===== src/rtl/freq_phase_meter.sv =====
// Gated frequency counter for sig_a plus phase lag of sig_b behind sig_a,
// with a serial restoring divider converting delay/period into PHASE_SCALE units.
//
// state  | meaning
// GATE   | count sig_a edges, time the period and the a->b delay
// DIV    | 48-step restoring divide of dt_lat*PHASE_SCALE by per_lat
// UPDATE | publish pinlv/phase, pulse meas_valid, clear the gate counters
module freq_phase_meter #(
    parameter int GATE_CYCLES = 50_000_000,
    parameter int PHASE_SCALE = 3600
) (
    input  logic        clk,
    input  logic        rst,
    input  logic        sig_a,
    input  logic        sig_b,
    output logic [31:0] pinlv,
    output logic [31:0] phase,
    output logic        meas_valid,
    output logic        no_signal
);

    typedef enum logic [1:0] {GATE, DIV, UPDATE} state_t;

    localparam logic [31:0] GATE_LAST = 32'(GATE_CYCLES - 1);
    localparam logic [47:0] PH_MAX    = 48'(PHASE_SCALE - 1);

    state_t      state;
    logic        a_meta, a_sync, a_prev, rise_a;
    logic        b_meta, b_sync, b_prev, rise_b;
    logic [31:0] gate_cnt, edge_cnt, per_cnt, dt_cnt;
    logic [31:0] per_lat, dt_lat;
    logic        a_seen, b_seen, dt_run, have_meas;
    logic [5:0]  div_cnt;
    logic [47:0] dvd;
    logic [31:0] rem;

    logic [47:0] dvd_in, dvd_nxt;
    logic [31:0] rem_in, rem_diff, rem_nxt;
    logic [32:0] rem_sh;
    logic        q_bit;

    // Identical depth on both paths, so the a->b delay is unbiased.
    always_ff @(posedge clk) begin
        if (rst) begin
            a_meta <= 1'b0; a_sync <= 1'b0; a_prev <= 1'b0; rise_a <= 1'b0;
            b_meta <= 1'b0; b_sync <= 1'b0; b_prev <= 1'b0; rise_b <= 1'b0;
        end else begin
            a_meta <= sig_a;  a_sync <= a_meta;  a_prev <= a_sync;
            rise_a <= a_sync & ~a_prev;
            b_meta <= sig_b;  b_sync <= b_meta;  b_prev <= b_sync;
            rise_b <= b_sync & ~b_prev;
        end
    end

    // One restoring step; the first step loads the dividend directly.
    always_comb begin
        dvd_in   = (div_cnt == 6'd0) ? 48'(dt_lat) * 48'(PHASE_SCALE) : dvd;
        rem_in   = (div_cnt == 6'd0) ? 32'd0 : rem;
        rem_sh   = {rem_in, dvd_in[47]};
        q_bit    = rem_sh >= {1'b0, per_lat};
        rem_diff = rem_sh[31:0] - per_lat;
        rem_nxt  = q_bit ? rem_diff : rem_sh[31:0];
        dvd_nxt  = {dvd_in[46:0], q_bit};
    end

    always_ff @(posedge clk) begin
        if (rst) begin
            state      <= GATE;
            gate_cnt   <= '0;
            edge_cnt   <= '0;
            per_cnt    <= '0;
            dt_cnt     <= '0;
            per_lat    <= '0;
            dt_lat     <= '0;
            a_seen     <= 1'b0;
            b_seen     <= 1'b0;
            dt_run     <= 1'b0;
            have_meas  <= 1'b0;
            div_cnt    <= '0;
            dvd        <= '0;
            rem        <= '0;
            pinlv      <= '0;
            phase      <= '0;
            meas_valid <= 1'b0;
            no_signal  <= 1'b1;
        end else begin
            meas_valid <= 1'b0;
            case (state)
                GATE: begin
                    gate_cnt <= gate_cnt + 32'd1;
                    if (gate_cnt == GATE_LAST) begin
                        state   <= DIV;
                        div_cnt <= '0;
                    end
                    if (per_cnt != '1) per_cnt <= per_cnt + 32'd1;
                    if (dt_run && dt_cnt != '1) dt_cnt <= dt_cnt + 32'd1;
                    if (rise_b && dt_run) begin
                        dt_run <= 1'b0;
                        b_seen <= 1'b1;
                    end
                    // rise_a wins over the updates above; a coincident rise_b
                    // then closes the new period with zero delay.
                    if (rise_a) begin
                        if (edge_cnt != '1) edge_cnt <= edge_cnt + 32'd1;
                        if (a_seen && b_seen) begin
                            per_lat   <= (per_cnt == '1) ? per_cnt : per_cnt + 32'd1;
                            dt_lat    <= dt_cnt;
                            have_meas <= 1'b1;
                        end
                        a_seen  <= 1'b1;
                        per_cnt <= '0;
                        dt_cnt  <= '0;
                        dt_run  <= ~rise_b;
                        b_seen  <= rise_b;
                    end
                end
                DIV: begin
                    div_cnt <= div_cnt + 6'd1;
                    dvd     <= dvd_nxt;
                    rem     <= rem_nxt;
                    if (div_cnt == 6'd47) state <= UPDATE;
                end
                UPDATE: begin
                    pinlv <= edge_cnt;
                    if (!have_meas || per_lat == 32'd0)
                        phase <= '0;
                    else if (dvd > PH_MAX)
                        phase <= PH_MAX[31:0];
                    else
                        phase <= dvd[31:0];
                    no_signal  <= ~have_meas;
                    meas_valid <= 1'b1;
                    gate_cnt   <= '0;
                    edge_cnt   <= '0;
                    have_meas  <= 1'b0;
                    b_seen     <= 1'b0;
                    dt_run     <= 1'b0;
                    dt_cnt     <= '0;
                    a_seen     <= 1'b0;
                    state      <= GATE;
                end
                default: state <= GATE;
            endcase
        end
    end

endmodule


===== config.mk =====
export PLATFORM = sky130hd
export DESIGN_NAME = freq_phase_meter
export DESIGN_NICKNAME = d
export VERILOG_FILES = /design/src/rtl/freq_phase_meter.sv
export SDC_FILE = /design/constraint.sdc
export NUM_CORES = 1
export LEC_CHECK = 0
export ABC_CLOCK_PERIOD_IN_PS = 8810
export CORE_AREA = 3 3 199 201
export DETAILED_ROUTE_END_ITERATION = 8
export DIE_AREA = 0 0 202 204
export GPL_TIMING_DRIVEN = 0
export PLACE_DENSITY_LB_ADDON = 0.08
export SLEW_MARGIN = 0
export SYNTH_ARGS = -nofsm -noshare
export SYNTH_HDL_FRONTEND = slang
export SYNTH_SLANG_ARGS = --single-unit

===== constraint.sdc =====
create_clock -name clk -period 8.81 [get_ports clk]
set_input_delay 0.881 -clock clk [delete_from_list [all_inputs] [get_ports clk]]
set_output_delay 0.881 -clock clk [all_outputs]
set_load 0.01 [all_outputs]

[Word-level counts from Yosys, hierarchy flattened]
Index checks and enable logic that the tools add are counted.
Word-level totals
  bits in registers: 358
  input port bits: 4
  word-level logic and storage cells: 108
Cells by class
  $add $sub $neg: 6
  multipliers: 1
  $lt $le $gt $ge: 2
  eq/ne operators: 15
  muxes and demuxes: 32
  bitwise operators: 6
  reductions and logical operators: 20
Operator list (number)
  32-bit 2-to-1 mux: 11
  32-bit case mux with 2 select lines: 3
  32-bit by 1-bit adder with 32-bit output, second input constant: 4
  32-bit != test, second input constant: 3
  48-bit by 12-bit > comparator with 1-bit output, second input constant: 1
  48-bit 2-to-1 mux: 1
  32-bit by 8-bit multiplier with 40-bit output, second input constant: 1
  33-bit by 32-bit greater-or-equal comparator with 1-bit output: 1
  32-bit by 26-bit equality test with 1-bit output, second input constant: 1
  32-bit equality test, second input constant: 1
  32-bit logical NOT: 1
  32-bit subtractor: 1
  6-bit case mux with 2 select lines: 1
  2-bit AND reduction: 6
  2-bit != test, second input constant: 5
  3-bit AND reduction: 3
  1-bit 2-to-1 mux: 8
  1-bit case mux with 2 select lines: 4
  6-bit by 1-bit adder with 6-bit output, second input constant: 1
  6-bit equality test, second input constant: 1
  6-bit logical NOT: 1
  6-bit 2-to-1 mux: 1
  3-bit != test, second input constant: 2
  2-bit nonzero test: 3
  other kinds (10): 17

[Logic depth before layout (Yosys ltp)]
Gate-level depths: netlist of run 1.
  word-level depth: 5
  depth in mapped cells: 19
  gate-level depth less buffers: 16

[Worst setup path after synthesis of run 1]
Ideal clock, no wire load.
  kind: reg2reg
  from: register dt_lat[1]
  to: register dvd[30]
  library setup time: 0.080 ns
  arrival time: 4.195 ns
  slack: 4.535 ns
  stages on the path, launching flop included: 17
  path buffers: 0
  clock period less this slack: 4.275 ns
  cells stage by stage: dfxtp_1 -> inv_1 -> fa_1 -> inv_1 -> ha_1 -> fa_1 -> ha_1 -> fa_1 -> a211oi_1 -> o21ai_1 -> a31oi_1 -> o21ai_1 -> a2111oi_2 -> nor3_1 -> nand4bb_1 -> o2111ai_1 -> nor3b_1
Between the ends
  cells in the longest elaborated chain, start to end: 2
RTL lines
  from (decl): line 31  | logic [31:0] per_lat, dt_lat;
  from (signal assigned): line 107  | dt_lat <= dt_cnt;
  32-bit by 8-bit multiplier with 40-bit output: line 57  | dvd_in = (div_cnt == 6'd0) ? 48'(dt_lat) * 48'(PHASE_SCALE) : dvd;
  48-bit 2-to-1 mux: line 57
  to (signal assigned): line 119  | dvd <= dvd_nxt;
  to (decl): line 34  | logic [47:0] dvd;
Every way passes these cells.
A chain may end at the register's enable or synchronous reset.

[Worst setup path in the final report of run 1]
  from: register dt_lat[1]
  to: register dvd[41]
Same word-level chain as after synthesis.

==> flow_summary.toml, run 1 <==
[route]
route.met2.wl_mm = 25.4
routed.top_layer = "met4"
drtIter0Drc = 1285
via_per_inst = 5.80
ant_nets = 0
wl_mm = 57.7
wire_per_inst_um = 18.1
firstDrtPassIters = 7
drc = 0
wl_met1_mm = 26.3
via_count = 18400
dr_wl_met3_mm = 4.15

[die]
coreArea_um2 = 37800
rows = 71
dieArea_um2 = 41200
ioPinCount = 70
die_x_um = 202
start_util_pct = 55.2
die_y_um = 204

[logic_synthesis]
ys.warnings.count = 0
synth_top_family_by_area = "simple AND/OR/NAND/NOR gates"
synthMuxAreaShare_pct = 0.264
synthXorXnorAreaFrac_pct = 6.89
seq_area_frac_synth_pct = 34.4
synth.ff_latch_count = 358
synth_adder_area_share_pct = 14.3
synth_edf_count = 0
synth_fp_nets = 2737
synthCells = 2529
synth_compound_area_share_pct = 17.4
ys.flop_type = "dfxtp_1"
synthSimpleGateAreaFrac_pct = 21.5
netlist_area_um2 = 20800
avgSynthCellArea_um2 = 8.24
synth_cell_types = 90
async_reset_ff_share_pct = 0

[clock_tree]
htree_levels = 2
cts_resized = 0
clk_latency_ns = 0.57
post_cts_buffers = 0
cts_root_buffer = "clkbuf_16"
cts_sinks = 358
cts_tree = "built"
clockBufferDepth = 3
clk_pin_slew_ns = 0.06
numCtsBuffers = 39
ctsHoldBuffers = 0

[final_layout]
stdcell_count = 3179
drive_gt1_share_pct = 4.69
utilization_pct = 62.6
synthToLayoutAreaGrowth_pct = 13.3
nNetsFinal = 2847

[power_and_ir_drop]
p_per_area_nw_per_um2 = 150
p_comb_share_pct = 1.9
total_power_mw = 3.54
vdd_drop_max_mv = 0.168
switching_share_pct = 21.3
p_clk_share_pct = 52.0
p_sw_uw = 752
p_leak_nw = 9.93
power_frac_seq_pct = 46.1
intPower_mw = 2.78

[worst_setup_path]
cp.required_ns = 9.27
critPathSlowestCell = "dfxtp_1"
startpoint_type = "flop"
criticalPathCategory = "reg2reg"
crit_top_cell = "ha_1"
worst_ep_arrival_time_ns = 5.50
cp_cell_sequence = "inv_1, fa_1, inv_1, ha_1, fa_1, ha_1, ha_1, a211oi_1, o211ai_1, a31oi_1, nand3_1, a41oi_1, nor2_1, a41oi_1, xor2_1, a211oi_1"
crit_path_end_kind = "flop"
crit_fanout = 5
r2r_cells = 16
slowest_delay_ns = 0.54

[timing]
fmax_mhz = 198
fin_crit_sh_pct = 57.2
min_period_ns = 5.04
clock_skew_ns = 0.0328
setup_viol = 0
setup_slack_ns = 3.77
slew_viol_final = 0
hold_violations = 0
setup_tns_ns = 0
relSlewSlack_pct = 35.4
rsz0062_at_grt = "false"
worstMarginPinSlew_ns = 0.961

[min_path]
hold_class = "reg2reg"
whs_path_depth = 1

[place]
post-place-cells = 3109
pre_cts_slack_ns = 3.87
port_buffers = 69
hpwl_mm = 43.1
place.gp.congestion = 0.920

[flow_run]
maxCapViolCount = 0

[grt]
grt_overflow = 0
track_usage_pct = 27.5
grt_pass1_vias = 17700
grt_max_degree = 15
antenna_found_initial = 0
grt_pass1_wl_mm = 92.6

[run_status]
status = "finished, final reports clean"
metrics by stage:
step | cell area, um^2 | hold WS, ns
after floorplan | 20800 | 0.367
after global placement | 22200 | 0.372
after detailed placement | 22200 | 0.373
after CTS | 23600 | 0.378
after global routing | 23600 | 0.382
final | 23600 | 0.382
kinds of logic after synthesis:
kind of cell	count (synthesis)
AND/OR/NAND/NOR	942
AO/OA/AOI/OAI	587
flip-flops	358
buffers and inverters	269
adder cells (fa/ha/maj)	204
XOR/XNOR	164
multiplexers	5
cells in the mapped netlist, types with 30 or more instances:
cell type	count	area share (%)
ha_1	147	8.8
a31oi_1	63	1.9
clkbuf_1	109	2.0
dfxtp_1	358	34
fa_1	57	5.5
a21o_1	30	1.1
and3_1	53	1.6
nor3_1	39	0.94
xnor2_1	73	3.1
xor2_1	91	3.8
nor2_1	228	4.1
nand4_1	42	1.3
o21ai_0	128	3.1
a21oi_1	201	4.8
inv_1	134	2.4
nand2_1	338	6.1
nand3_1	74	1.8
and2_1	50	1.5
worst paths after layout:
check / start / to / slack, ns
setup / recovery: dt_lat[1]$_SDFFE_PP0P_ / dvd[41]$_SDFFE_PP0P_ / 3.77
hold / removal: a_prev$_SDFF_PP0_ / rise_a$_SDFF_PP0_ / 0.38
setup reg to reg: dt_lat[1]$_SDFFE_PP0P_ / dvd[41]$_SDFFE_PP0P_ / 3.77
hold reg to reg: a_prev$_SDFF_PP0_ / rise_a$_SDFF_PP0_ / 0.38
power groups by stage:
stage	Clock [mW]	Combinational, mW	Sequential, mW
6_report	1.84	0.0663	1.63
5_1_grt	1.93	0.0717	1.63
4_1_cts	1.87	0.0655	1.63
3_5_place_dp	0	0.0653	1.67
3_3_place_gp	0	0.0639	1.67
2_1_floorplan	0	0.0393	1.66
routing by layer:
metal  vias up  track usage [%]
li1       9012                -
met1      8690             38.0
met2       610             43.6
met3       119             5.69
met4         0             8.75
met5         -                0
registers in the layout, summed over array words and instances, names as in the netlist, 2 cells and up:
signal,flops
phase,32
state,2
dt_cnt,32
pinlv,32
dt_lat,32
gate_cnt,32
per_cnt,32
dvd,48
edge_cnt,32
rem,32
per_lat,32
div_cnt,6
area by class of cell:
class	instances	area, um^2
clock inverters	24	405
fillers	3367	14100
plain buffers	135	588
multi-input cells	1902	12600
well taps	511	639
inverters	134	503
repair buffers	69	691
flip-flops and latches	358	7170
diodes	1	2.50
clock buffers	45	1040
worst max-delay path, delay by kind of cell, from the launching register on:
| kind | cells | cell delay [ns] |
|---|---|---|
| adder cells (fa/ha/maj) | 5 | 1.99 |
| AO/OA/AOI/OAI | 6 | 1.83 |
| flip-flops | 1 | 0.54 |
| AND/OR/NAND/NOR | 2 | 0.30 |
| buffers and inverters | 2 | 0.16 |
| XOR/XNOR | 1 | 0.10 |
cell usage in the layout, fill, tap and decap left out, types with 53 or more instances in the layout:
master,instances
clkbuf_1,111
o21ai_0,128
xor2_1,91
a21oi_1,201
ha_1,147
fa_1,57
xnor2_1,73
and3_1,53
dfxtp_1,358
nand3_1,74
nand2_1,338
a31oi_1,63
clkdlybuf4s50_1,69
nor2_1,228
inv_1,134
(Power assumes the default switching activity.)
==> inputs of run 2 (changes only) <==
--- a/config.mk
+++ b/config.mk
@@ -5,7 +5,7 @@
 export SDC_FILE = /design/constraint.sdc
 export NUM_CORES = 1
 export LEC_CHECK = 0
-export ABC_CLOCK_PERIOD_IN_PS = 8810
+export ABC_CLOCK_PERIOD_IN_PS = 4200
 export CORE_AREA = 3 3 199 201
 export DETAILED_ROUTE_END_ITERATION = 8
 export DIE_AREA = 0 0 202 204
==> constraint.sdc (replaced) <==
create_clock -name clk -period 4.2 [get_ports clk]
set_input_delay 0.42 -clock clk [delete_from_list [all_inputs] [get_ports clk]]
set_output_delay 0.42 -clock clk [all_outputs]
set_load 0.01 [all_outputs]
==> run 2 against run 1 <==
  * Setup slack got worse by 3.8 ns
  * Utilization rose by 3.2 points
  * Clock power rose by 86%
  * The flow now finishes with violations (negative setup slack)
  * Combinational power is 110% higher
  * Critical endpoint is now dvd[30]$_SDFFE_PP0P_
  * Sequential share of layout area fell by 1.2 points
  * Highest routed layer unchanged
  * Largest power group unchanged
  * Fmax increased by 18%
  * Die area did not move
  * Critical path type unchanged
  * Sequential cell count did not move
  * Routed wire length grew 4.9%
  * Final cell count rose by 1.3%
==> flow_summary.toml, run 2 (synthesized netlist as in run 1, its figures left out) <==
[die]
rows = 71
dieArea_um2 = 41200
coreArea_um2 = 37800
die_y_um = 204
die_x_um = 202
ioPinCount = 70
start_util_pct = 55.2

[route]
firstDrtPassIters = 6
drc = 0
drtIter0Drc = 1365
wire_per_inst_um = 18.8
via_count = 18800
ant_nets = 0
via_per_inst = 5.85
wl_mm = 60.5

[timing]
rsz0062_at_grt = "true"
fmax_mhz = 234
relSlewSlack_pct = 29.3
hold_violations = 0
fin_crit_sh_pct = 102
slew_viol_final = 0
setup_viol = 2
min_period_ns = 4.27
clock_skew_ns = 0.0240
setup_slack_ns = -0.0678
worstMarginPinSlew_ns = 1.05

[worst_setup_path]
r2r_start = "dt_lat[6]$_SDFFE_PP0P_"
crit_path_start = "dt_lat[6]$_SDFFE_PP0P_"
critPathSlowestCell = "fa_1"
startpoint_type = "flop"
r2r_cells = 17
crit_path_end_kind = "flop"
cp.required_ns = 4.67
worst_ep_arrival_time_ns = 4.74
crit_fanout = 3
slowest_delay_ns = 0.64
criticalPathCategory = "reg2reg"
cp_cell_sequence = "inv_2, fa_1, inv_1, ha_1, fa_1, ha_4, ha_4, o21ai_1, nand2b_1, buf_4, a31oi_4, o21ai_4, a2111oi_4, nor3_2, nand4bb_1, o2111ai_2, nor3b_2"

[final_layout]
utilization_pct = 65.8
nNetsFinal = 2890
largest_register = "dvd"
drive_gt1_share_pct = 11.7
synthToLayoutAreaGrowth_pct = 19.1
stdcell_count = 3219
fillers = 3166
antennaDiodeCount = 0
layout_commonest_cell = "nand2_1"
largest_reg_flops = 48
final_cell_mix = "nand2_1, dfxtp_1, nor2_1, a21oi_1, o21ai_0"

[run_status]
status = "finished with violations"
failed_checks = "negative setup slack"

[flow_run]
maxCapViolCount = 0

[place]
port_buffers = 69
hpwl_mm = 43.4
place.gp.congestion = 0.917
post-place-cells = 3109

[grt]
grt_overflow = 0
grt_max_degree = 14
grt_pass1_vias = 18000
antenna_found_initial = 0
grt_pass1_wl_mm = 95.3
track_usage_pct = 28.3

[clock_tree]
htree_levels = 2
cts_tree = "built"
cts_root_buffer = "clkbuf_16"
numCtsBuffers = 39
clk_latency_ns = 0.56
clockBufferDepth = 3
cts_sinks = 358
clk_pin_slew_ns = 0.06

[min_path]
hold_class = "reg2reg"
hp-start = "b_prev$_SDFF_PP0_"
whs_path_depth = 1

[power_and_ir_drop]
p_per_area_nw_per_um2 = 281
p_leak_nw = 10.1
vdd_drop_max_mv = 0.365
## run 2: cell types whose count changed in the layout (fill, tap and decap cells not counted), moves of 7 or more
cell,before,now
a21oi_2,1,8
ha_1,147,99
o21ai_0,128,117
dfxtp_1,358,331
dfxtp_2,0,8
bufinv_16,10,2
inv_1,134,111
ha_4,0,44
inv_2,0,22
dfxtp_4,0,19
buf_4,4,48
a21oi_1,201,193
## run 2: worst paths after layout
path	to	slack (ns)
max	dvd[30]$_SDFFE_PP0P_	-0.07
min	rise_b$_SDFF_PP0_	0.37
max reg2reg	dvd[30]$_SDFFE_PP0P_	-0.07
min reg2reg	rise_b$_SDFF_PP0_	0.37
## run 2: where the power goes
group	total (mW)	switching (mW)	leakage, nW	internal [mW]
combinational	0.139	0.105	6.53	0.0339
sequential	3.41	0.0124	2.90	3.40
clock	3.42	1.41	0.622	2.02
total	6.97	1.52	10.1	5.44
## run 2: worst max-delay path: cells and delay by family (launching register included)
family	cells	cell delay, ns
fa+ha+maj	5	1.98
buf+inv	3	0.26
simple gates	4	0.58
compound gates	5	1.01
flops	1	0.35
## run 2: layer usage
metal / wire, um / part of all wire [%] / global-route usage (%)
met1: 27100 / 45 / 38.3
met2: 27600 / 46 / 45.7
met3: 4320 / 7.1 / 5.78
met4: 1520 / 2.5 / 8.70
met5: 0 / 0 / 0
## run 2: stage by stage
stage	cell area (um^2)	total power, mW	hold slack (ns)	TNS [ns]	setup slack, ns
finish	24800	6.97	0.372	-0.121	-0.0678
global route	24800	7.15	0.394	-1.74	-0.270
CTS	24100	7.02	0.384	0	0.000680
detailed placement	22200	3.63	0.376	-19.59	-0.637
global placement	22200	3.63	0.372	-16.17	-0.563
floorplan	20900	3.57	0.367	0	0.00439
## run 2: area by class of cell
cell class	count	area (um^2)	area share, %
inverters	134	505	2.04
clock buffers	58	1150	4.62
flip-flops and latches	358	7250	29.2
repair buffers	114	1040	4.17
plain buffers	133	604	2.43
multi-input cells	1902	13500	54.5
well taps	511	639	2.57
clock inverters	9	116	0.469
## run 2: timing repair
item,4_1_cts,5_1_grt
pin swaps,45,72
hold buffers,0,0
setup buffers,23,23
resized for setup,119,103
setup endpoints to repair,56,50
==> inputs of run 3 (changes only) <==
--- a/config.mk
+++ b/config.mk
@@ -5,7 +5,7 @@
 export SDC_FILE = /design/constraint.sdc
 export NUM_CORES = 1
 export LEC_CHECK = 0
-export ABC_CLOCK_PERIOD_IN_PS = 4200
+export ABC_CLOCK_PERIOD_IN_PS = 4000
 export CORE_AREA = 3 3 199 201
 export DETAILED_ROUTE_END_ITERATION = 8
 export DIE_AREA = 0 0 202 204
==> constraint.sdc (replaced) <==
create_clock -name clk -period 4 [get_ports clk]
set_input_delay 0.4 -clock clk [delete_from_list [all_inputs] [get_ports clk]]
set_output_delay 0.4 -clock clk [all_outputs]
set_load 0.01 [all_outputs]
==> run 3 against run 2 <==
  * The flow still finishes with violations (negative setup slack)
  * Combinational power rose by 5%
  * Sequential cell count did not move
  * Clock-buffer cell count decreased by 6
==> flow_summary.toml, run 3 (synthesized netlist as in run 1, its figures left out) <==
[min_path]
hold_class = "in2reg"

[final_layout]
fin_area_um2 = 25200
layout_commonest_cell = "nand2_1"
stdcell_count = 3232
nNetsFinal = 2902
utilization_pct = 66.7
final_cell_mix = "nand2_1, dfxtp_1, nor2_1, a21oi_1, o21ai_0"
largest_register = "dvd"
synthToLayoutAreaGrowth_pct = 20.9
largest_reg_flops = 48
drive_gt1_share_pct = 13.0

[flow_run]
maxCapViolCount = 0

[run_status]
failed_checks = "negative setup slack"
status = "finished with violations"

[clock_tree]
htree_levels = 2
clk_latency_ns = 0.58
clockBufferDepth = 3
ctsHoldBuffers = 0
cts_root_buffer = "clkbuf_16"
clk_pin_slew_ns = 0.06
numCtsBuffers = 40
cts_tree = "built"
cts_sinks = 358

[route]
via_per_inst = 5.84
wl_mm = 60.7
wl_met1_mm = 27.2
routed.top_layer = "met4"
wire_per_inst_um = 18.8
ant_nets = 0
drc = 0
drtIter0Drc = 1434
route.met2.wl_mm = 27.6
via_count = 18900
firstDrtPassIters = 6
dr_wl_met3_mm = 4.19

[worst_setup_path]
crit_buf_inv = 3
startpoint_type = "flop"
critPathSlowestCell = "fa_1"
cp.required_ns = 4.45
cp_top_family = "adder cells"
crit_fanout = 5
slowest_delay_ns = 0.54
worst_ep_arrival_time_ns = 4.74
cp_cell_sequence = "inv_4, fa_1, inv_2, ha_4, fa_1, ha_4, ha_4, o211ai_1, o21ai_2, buf_4, nand4_1, a21oi_4, a31oi_4, o31ai_4, xnor2_2, a2111oi_2"
crit_path_end_kind = "flop"
crit_top_cell = "ha_4"
criticalPathCategory = "reg2reg"

[timing]
min_period_ns = 4.29
slew_viol_final = 0
setup_slack_ns = -0.289
rsz0062_at_grt = "true"
worstMarginPinSlew_ns = 1.01
hold_violations = 0
hold-worst-slack_ns = 0.382
setup_viol = 17
fin_crit_sh_pct = 107
clock_skew_ns = 0.0309
relSlewSlack_pct = 32.4
fmax_mhz = 233

[die]
die_y_um = 204
rows = 71
die_x_um = 202
ioPinCount = 70
dieArea_um2 = 41200
start_util_pct = 55.2
coreArea_um2 = 37800

[grt]
grt_max_degree = 14
grt_pass1_vias = 18500
grt_pass1_wl_mm = 96.7
track_usage_pct = 28.7
grt_overflow = 0
antenna_found_initial = 0

[place]
place.gp.congestion = 0.951
hpwl_mm = 43.3
post-place-cells = 3109
port_buffers = 69
place_area_um2 = 22400

[power_and_ir_drop]
total_power_mw = 7.52
p_per_area_nw_per_um2 = 298
vdd_drop_max_mv = 0.349
p_leak_nw = 10.2
-- run 3: changes by cell type in the layout (fill, tap and decap cells not counted), sizes merged --
cell    delta
buf       +10
bufinv     +1
clkbuf     -5
clkinv     +6
diode      +1
-- run 3: metrics by stage --
stage	TNS (ns)	worst slack [ns]
after global routing	-5.79	-0.427
final	-3.21	-0.289
after CTS	-1.32	-0.179
after global placement	-28.35	-0.731
after detailed placement	-29.57	-0.731
after floorplan	0	0.00266
-- run 3: power breakdown --
group / total [mW] / switching, mW / internal [mW]
registers: 3.58 / 0.0134 / 3.56
clock network: 3.79 / 1.55 / 2.24
logic: 0.146 / 0.110 / 0.0355
total: 7.52 / 1.67 / 5.85
-- run 3: per-layer routing --
layer,up-vias,track usage [%]
met5,-,0
met4,0,9.20
met3,117,5.11
met2,643,46.7
met1,8965,38.9
li1,9136,-
-- run 3: cell type report --
class	instances	area, um^2
sequential	358	7250
timing repair buffer	124	1120
tap	511	639
multi-input combinational	1902	13700
antenna	1	2.50
clock buffer	52	1160
buffer	134	641
inverter	134	518
fill	3079	12600
clock inverter	16	205
-- run 3: final timing paths --
check	start	end	slack (ns)	depth (start not counted)
worst max-delay path	dt_lat[7]$_SDFFE_PP0P_	dvd[40]$_SDFFE_PP0P_	-0.29	16
worst min-delay path	sig_b	b_meta$_SDFF_PP0_	0.38	2
worst max register to register	dt_lat[7]$_SDFFE_PP0P_	dvd[40]$_SDFFE_PP0P_	-0.29	16
worst min register to register	a_prev$_SDFF_PP0_	rise_a$_SDFF_PP0_	0.38	1
-- run 3: timing repair --
| item | in CTS | in global routing |
|---|---|---|
| setup endpoints to repair | 57 | 52 |
| cloned | 0 | 1 |
| setup buffers | 41 | 14 |
| gates resized for setup | 150 | 76 |
| pin swaps | 95 | 37 |
